`src/rtl/phy_rx_pkg.sv`:
```
// Shared receive/transmit PHY definitions: default word geometry, comma
// payload, alignment FSM state encoding and phase counter width.
package phy_rx_pkg;

  localparam int unsigned WIDTH_DEF = 8;
  localparam logic [7:0]  COMMA_DEF = 8'hBC;

  // Four lanes are serialized per frame, so the phase counter is 2 bits.
  localparam int unsigned PHASE_W   = 2;

  localparam logic [0:0]  ST_SEARCH = 1'b0;
  localparam logic [0:0]  ST_LOCKED = 1'b1;

endpackage

```
`src/rtl/rx_align_fsm.sv`:
```
// Lane alignment FSM: hunts for the lane-0 comma, tracks the lane phase once
// locked, and counts misplaced commas to decide when lock has been lost.
module rx_align_fsm
  import phy_rx_pkg::*;
#(
  parameter int unsigned MISS_MAX = 2
) (
  input  logic               clk_4f,
  input  logic               reset,
  input  logic               i_comma,
  output logic [PHASE_W-1:0] o_phase,
  output logic               o_locked,
  output logic               o_drop
);

  localparam int unsigned MISS_W = (MISS_MAX < 2) ? 1 : $clog2(MISS_MAX + 1);

  logic [0:0]         r_state;
  logic [PHASE_W-1:0] r_phase;
  logic [MISS_W-1:0]  r_miss;
  logic [MISS_W:0]    w_miss_inc;
  logic               w_misplaced;

  // Misplaced-comma detection and the loss-of-lock decision for this edge.
  always_comb begin
    w_miss_inc  = {1'b0, r_miss} + (MISS_W + 1)'(1);
    w_misplaced = (r_state == ST_LOCKED) && i_comma && (r_phase != '0);
    o_drop      = w_misplaced && (w_miss_inc >= (MISS_W + 1)'(MISS_MAX));
  end

  // State, phase and miss counter update.
  always_ff @(posedge clk_4f) begin
    if (reset) begin
      r_state <= ST_SEARCH;
      r_phase <= '0;
      r_miss  <= '0;
    end else if (r_state == ST_SEARCH) begin
      if (i_comma) begin
        r_state <= ST_LOCKED;
        r_phase <= PHASE_W'(1);
        r_miss  <= '0;
      end
    end else begin
      if (o_drop) begin
        // The triggering comma is consumed here, not reused for alignment.
        r_state <= ST_SEARCH;
        r_phase <= '0;
        r_miss  <= '0;
      end else begin
        r_phase <= r_phase + PHASE_W'(1);
        if (i_comma && (r_phase == '0))
          r_miss <= '0;
        else if (w_misplaced)
          r_miss <= w_miss_inc[MISS_W-1:0];
      end
    end
  end

  assign o_phase  = r_phase;
  assign o_locked = (r_state == ST_LOCKED);

endmodule

```
`src/rtl/demux_l2_rx.sv`:
```
// Receive lane demultiplexer: rebuilds four parallel lanes from the
// serialized clk_4f word stream and strobes each completed frame.
module demux_l2_rx
  import phy_rx_pkg::*;
#(
  parameter int unsigned      WIDTH    = WIDTH_DEF,
  parameter logic [WIDTH-1:0] COMMA    = WIDTH'(COMMA_DEF),
  parameter int unsigned      MISS_MAX = 2
) (
  input  logic             clk_4f,
  input  logic             reset,
  input  logic [WIDTH:0]   in_data,
  output logic [WIDTH:0]   data0,
  output logic [WIDTH:0]   data1,
  output logic [WIDTH:0]   data2,
  output logic [WIDTH:0]   data3,
  output logic             frame_valid,
  output logic             locked
);

  logic               w_comma;
  logic [PHASE_W-1:0] w_phase;
  logic               w_locked;
  logic               w_drop;

  logic [WIDTH:0]     r_sh0, r_sh1, r_sh2;
  logic [WIDTH:0]     r_d0, r_d1, r_d2, r_d3;
  logic               r_fv;

  // Comma comparator: valid flag set and payload equal to the comma value.
  always_comb begin
    w_comma = (in_data == {1'b1, COMMA});
  end

  rx_align_fsm #(
    .MISS_MAX (MISS_MAX)
  ) u_fsm (
    .clk_4f   (clk_4f),
    .reset    (reset),
    .i_comma  (w_comma),
    .o_phase  (w_phase),
    .o_locked (w_locked),
    .o_drop   (w_drop)
  );

  // Shadow capture of lanes 0..2 and simultaneous frame load on lane 3.
  always_ff @(posedge clk_4f) begin
    if (reset) begin
      r_sh0 <= '0;
      r_sh1 <= '0;
      r_sh2 <= '0;
      r_d0  <= '0;
      r_d1  <= '0;
      r_d2  <= '0;
      r_d3  <= '0;
      r_fv  <= 1'b0;
    end else begin
      r_fv <= 1'b0;
      if (!w_locked) begin
        if (w_comma)
          r_sh0 <= in_data;
      end else if (!w_drop) begin
        // Loss of lock takes priority over a phase-3 capture on the same edge.
        case (w_phase)
          2'd0: r_sh0 <= in_data;
          2'd1: r_sh1 <= in_data;
          2'd2: r_sh2 <= in_data;
          default: begin
            r_d0 <= r_sh0;
            r_d1 <= r_sh1;
            r_d2 <= r_sh2;
            r_d3 <= in_data;
            r_fv <= 1'b1;
          end
        endcase
      end
    end
  end

  assign data0       = r_d0;
  assign data1       = r_d1;
  assign data2       = r_d2;
  assign data3       = r_d3;
  assign frame_valid = r_fv;
  assign locked      = w_locked;

endmodule

```
`config.mk`:
```
export PLATFORM = sky130hd
export DESIGN_NAME = demux_l2_rx
export DESIGN_NICKNAME = d
export VERILOG_FILES = /design/src/rtl/phy_rx_pkg.sv /design/src/rtl/rx_align_fsm.sv /design/src/rtl/demux_l2_rx.sv
export SDC_FILE = /design/constraint.sdc
export NUM_CORES = 1
export LEC_CHECK = 0
export ABC_AREA = 0
export BUFFER_PORTS_ARGS = -buffer_cell sky130_fd_sc_hd__buf_2
export CAP_MARGIN = 25
export CORE_ASPECT_RATIO = 0.5
export CORE_UTILIZATION = 48
export CTS_BUF_LIST = sky130_fd_sc_hd__clkbuf_8
export CTS_CLUSTER_SIZE = 25
export DETAILED_ROUTE_END_ITERATION = 7
export PLACE_DENSITY = 0.68
export SETUP_SLACK_MARGIN = 0.1
export SYNTH_ARGS = -nofsm -noshare
export SYNTH_HDL_FRONTEND = slang
export SYNTH_SLANG_ARGS = --single-unit
```
`constraint.sdc`:
```
create_clock -name clk_4f -period 2.3 [get_ports clk_4f]
set_clock_uncertainty 0.05 [all_clocks]
set_input_delay 0.23 -clock clk_4f [delete_from_list [all_inputs] [get_ports clk_4f]]
set_output_delay 0.23 -clock clk_4f [all_outputs]
set_load 0.02 [all_outputs]
```
======== After elaboration in Yosys (flattened, before gate mapping) ========
Cells that the tools add are included.
operators by class
  muxes and demuxes ....................... 16
  add/sub/neg operators ................... 2
  equality and inequality tests ........... 6
  reductions and logical operators ........ 14
  magnitude comparators ................... 1
  bitwise gates (word level) .............. 3
operators with widths
  kind                   number
  $mux W9                4
  $mux W2                8
  $reduce_and A3 Y1      4
  $eq A9 B9 Y1 const B   1
  $reduce_or A3 Y1       2
  $logic_and A1 B1 Y1    4
  $mux W1                4
  $ne A2 B2 Y1 const B   2
  $ne A4 B4 Y1 const B   1
  $reduce_bool A2 Y1     2
  $add A2 B1 Y3 const B  1
  $ge A3 B2 Y1 const B   1
  $not A1 Y1             3
  $add A2 B1 Y2 const B  1
  $eq A2 B1 Y1 const B   1
  $eq A2 B2 Y1 const B   1
  $logic_not A2 Y1       1
  $reduce_and A2 Y1      1
word-level totals
  input bits .............................. 11
  bits in registers ....................... 69
  word-level logic and storage cells ...... 53
  output and inout port bits .............. 38

======== Longest topological paths before layout ========
  depth after elaboration ................. 7
  mapped depth ............................ 9
  mapped depth without buffers ............ 6

======== By module ========
A second synthesis with hierarchy kept.
second synthesis, totals
  cell total of the unflattened synthesis .. 313
  area, all modules ....................... 2602.5 µm²
modules (own cells, without submodules)
  module        cells each  area an instance (µm²)  seq. area each (µm²)  instances
  demux_l2_rx   288         2354.8                  1281.2                1
  rx_align_fsm  25          247.7                   100.1                 1

======== Worst setup path before layout ========
No wires, ideal clock.
  kind .................................... reg2reg
  start point ............................. register u_fsm.r_phase[0], in the netlist u_fsm.o_phase[0]
  end point ............................... register r_d0[1], in the netlist data0[1]
  buffers on the path ..................... 3
  stages on the path, launching flop included .. 10
  data arrival time ....................... 1.888 ns
  library setup time ...................... 0.072 ns
  slack ................................... 0.290 ns
  period minus slack after synthesis ...... 2.010 ns
  data required time ...................... 2.178 ns
  cells stage by stage .................... dfxtp_1 -> inv_1 -> ha_1 -> nand4bb_1 -> or4_1 -> buf_2 -> nand3_2 -> buf_6 -> buf_12 -> mux2i_1
on the way
  word-level cells in the longest chain between the ends .. 5
  elaborated cells between the ends (all ways) .. 10
  those cells by class .................... eq/ne (2); bitwise (2); reduce/logical (6)
RTL lines
  item                                                      RTL line            text
  from (decl)                                               rx_align_fsm.sv:19  logic [PHASE_W-1:0] r_phase;
  from (signal assigned)                                    rx_align_fsm.sv:50  r_phase <= r_phase + PHASE_W'(1);
  branches (longest 4 deep; another with $reduce_or A3 Y1)  n/a
  $reduce_and A3 Y1 (no line) (*)                           n/a
  to (signal assigned)                                      demux_l2_rx.sv:69   r_d0 <= r_sh0;
  to (decl)                                                 demux_l2_rx.sv:27   logic [WIDTH:0] r_d0, r_d1, r_d2, r_d3;
Every way passes the cells marked *.
A chain may end at the register's enable or synchronous reset.

======== Worst setup path in the final report ========
  start point ............................. register u_fsm.r_phase[0], in the netlist u_fsm.o_phase[0]
  end point ............................... register r_d3[7], in the netlist data3[7]
on the way
  word-level cells in the longest chain between the ends .. 5
  elaborated cells between the ends (all ways) .. 10
  those cells by class .................... eq/ne (2); bitwise (2); reduce/logical (6)
RTL lines
  item                                                      RTL line           text
  branches (longest 4 deep; another with $reduce_or A3 Y1)  n/a
  $reduce_and A3 Y1 (no line) (*)                           n/a
  to (signal assigned)                                      demux_l2_rx.sv:72  r_d3 <= in_data;
  to (decl)                                                 demux_l2_rx.sv:27
Marks and branches as above.

==> flow_metrics.env <==
export IMPL_final_antenna_net_count=0
export IMPL_critical_path_data_arrival_time_ns=2.29
export IMPL_p_leak_nw=1.63
export IMPL_cp_start_kind="flip-flop"
export IMPL_synth_area_per_cell_sq_um=10.4
export IMPL_unrepaired_setup_endpoints_after_global_routing="false"
export IMPL_totalWireLength_um=5300
export IMPL_power_per_unit_of_standard_cell_area_nw_per_um2=710
export IMPL_design_area_sq_um=3200
export IMPL_grt_pass1_wl_um=8350
export IMPL_number_of_top_level_pins=49
export IMPL_route_detailed_drc=0
export IMPL_cts_tree="built"
export IMPL_fp_dieW_um=107
export IMPL_total_via_count_after_detailed_routing=1939
export IMPL_clkSlewWorstSetupHoldPaths_ns=0.07
export IMPL_total_power_mw=2.27
export IMPL_dpl_cell_area_sq_um=2980
export IMPL_shortest_clock_period_the_worst_path_allows_after_layout_ns=2.07
export IMPL_grt_max_degree=34
export IMPL_wire_per_inst_um=13.9
export IMPL_final_layout_size_suffix_gt1_share_pct=24.8
export IMPL_first_global_vias=1713
export IMPL_final_hold_viol_count=0
export IMPL_drt_pass1_iterations=4
export IMPL_die_y_um=54.7
export IMPL_critPathCaptureType="flip-flop"
export IMPL_worstSetupPathType="reg2reg"
export IMPL_cts_inserted_buffers=9
export IMPL_antenna_violations_before_repair=0
export IMPL_htree_num_levels=3
export IMPL_synthesis_instances=256
export IMPL_number_of_warnings_reported_in_the_yosys_synthesis_log=0
export IMPL_place_port_buffers=48
export IMPL_max_cap_violations=0
export IMPL_final_max_slew_violation_count=0
export IMPL_rows=18
export IMPL_setup_viol=0
export IMPL_floorplan_initialDensity_pct=51.9
export IMPL_detail_route_vias_per_cell=5.09
export IMPL_layout_area_overhead_vs_synth_pct=20.0
export IMPL_finalNetCount=322
export IMPL_tightestPinTransition_ns=0.853
export IMPL_ys_ff_latch=69
export IMPL_worst_ep_required_time_ns=2.52
export IMPL_final_global_route_overflow_total=0
export IMPL_dr_first_iter_drc_count=27
export IMPL_synth_cell_types=23
export IMPL_placer_congestion_estimate=0.842
export IMPL_fin_tns_setup_ns=0
export IMPL_seq_area_frac_synth_pct=51.8
export IMPL_design_die_area_sq_um=5870
export IMPL_mappedNetlistArea_sq_um=2670
export IMPL_clk_latency_ns=0.34
export IMPL_coreArea_sq_um=5130
export IMPL_cts_post_setup_buffers_inserted=0
export IMPL_ratio_of_final_minimum_period_to_clock_period_pct=90.0
export IMPL_synthesized_net_count=272
export IMPL_hold_path_class="in2reg"
export IMPL_worst_slack_ns=0.230
export IMPL_worstPathMaxFanout=14
export IMPL_clkSinkCount=69
export IMPL_slew_headroom_pct=42.0
export IMPL_placement_setup_worst_slack_ns=0.0661
export IMPL_clockRootBuffer="sky130_fd_sc_hd__clkbuf_8"
export IMPL_clock_tree_buffer_depth=2
export IMPL_max_clock_freq_mhz=483
export IMPL_most_common_layout_cells="sky130_fd_sc_hd__nand2_1, sky130_fd_sc_hd__dfxtp_1, sky130_fd_sc_hd__mux2i_1"
export IMPL_groute_usage_overall_pct=19.7
export IMPL_status="complete, no violations"
export IMPL_antenna_diode_count=0
export IMPL_place_hpwl_um=3770
export IMPL_max_vdd_ir_drop_mv=0.340
export IMPL_mostFrequentLayoutCell="sky130_fd_sc_hd__nand2_1"
report_power, final:
part / internal, mW / switching, mW
clock network: 0.559 / 0.457
registers: 1.19 / 0.000223
logic: 0.0161 / 0.0434
worst max-delay path, stage by stage (launching register included):
cell and delay, ns:
sky130_fd_sc_hd__dfxtp_1 0.36, sky130_fd_sc_hd__inv_1 0.10, sky130_fd_sc_hd__ha_1 0.25, sky130_fd_sc_hd__nand4bb_1 0.18, sky130_fd_sc_hd__or4_4 0.50, sky130_fd_sc_hd__nand3_4 0.19
sky130_fd_sc_hd__buf_12 0.18, sky130_fd_sc_hd__mux2i_1 0.19
timing repair:
action                                 in CTS  in global routing
hold buffers                                0                  0
resized for setup                           3                  0
endpoints found under the hold margin       0                  0
setup endpoints to repair                  26                  0
stage by stage:
step	hold slack (ns)	util (%)	instances
2_1_floorplan	0.252	-	256
3_3_place_gp	0.390	58.0	365
3_5_place_dp	0.398	58.0	365
4_1_cts	0.0802	62.3	381
5_1_grt	0.0866	62.3	381
6_report	0.0974	62.3	381
Yosys cell counts:
master,number,area share [%]
sky130_fd_sc_hd__nor2_1,4,0.56
sky130_fd_sc_hd__buf_6,3,1.3
sky130_fd_sc_hd__or4_1,1,0.28
sky130_fd_sc_hd__nand4bb_1,2,0.84
sky130_fd_sc_hd__mux2i_2,1,0.52
sky130_fd_sc_hd__clkbuf_1,9,1.3
sky130_fd_sc_hd__inv_1,6,0.84
sky130_fd_sc_hd__a221oi_1,1,0.33
sky130_fd_sc_hd__ha_1,5,2.3
sky130_fd_sc_hd__mux2i_1,65,24
sky130_fd_sc_hd__a32o_1,1,0.38
sky130_fd_sc_hd__buf_4,1,0.28
sky130_fd_sc_hd__and3_1,4,0.94
sky130_fd_sc_hd__nand2_1,75,11
sky130_fd_sc_hd__a211oi_1,1,0.28
sky130_fd_sc_hd__buf_2,1,0.19
sky130_fd_sc_hd__and4b_1,1,0.38
sky130_fd_sc_hd__dfxtp_1,69,52
sky130_fd_sc_hd__nand3_2,2,0.75
sky130_fd_sc_hd__nand3_1,1,0.19
sky130_fd_sc_hd__nor4bb_1,1,0.38
sky130_fd_sc_hd__buf_12,1,0.75
sky130_fd_sc_hd__nor4_2,1,0.47
metal layers:
layer  GRT usage (%)  up-vias  wire length, um
met5               0        -                0
met4            8.22        0               57
met3            6.67        7              256
met2            32.3       43             2280
met1            24.4      925             2710
li1                -      964                -
flip-flops by register name (all words and copies together), names as in the netlist:
register,count
u_fsm.r_miss,2
u_fsm.o_phase,2
frame_valid,1
r_sh1,9
u_fsm.o_locked,1
data2,9
data1,9
r_sh0,9
r_sh2,9
data0,9
data3,9
logic make-up (layout without fill, tap and decap cells):
group / Yosys count / count (layout) / synth area share (%)
buffers and inverters: 21 / 76 / 4.60
AO/OA/AOI/OAI: 3 / 3 / 0.986
adder cells (fa/ha/maj): 5 / 5 / 2.35
multiplexers: 66 / 66 / 24.9
AND/OR/NAND/NOR: 92 / 92 / 15.3
flip-flops: 69 / 69 / 51.8
path summary, 6_finish.rpt:
check / startpoint / to / slack [ns] / cells past startpoint
min: reset / u_fsm.r_miss[0] / 0.1 / 2
max: u_fsm.o_phase[0] / data3[7] / 0.23 / 7
min reg2reg: data3[8] / data3[8] / 0.41 / 2
max reg2reg: u_fsm.o_phase[0] / data3[7] / 0.23 / 7
cell type report:
cell class                 instances  area [sq um]
timing repair buffer              54           323
multi-input combinational        166          1170
clock inverter                     5          58.8
fill                             437          1940
sequential                        69          1380
clock buffer                      11           151
inverter                           6          22.5
tap                               70          87.6
Note: power is estimated with default switching activity, not from simulation.
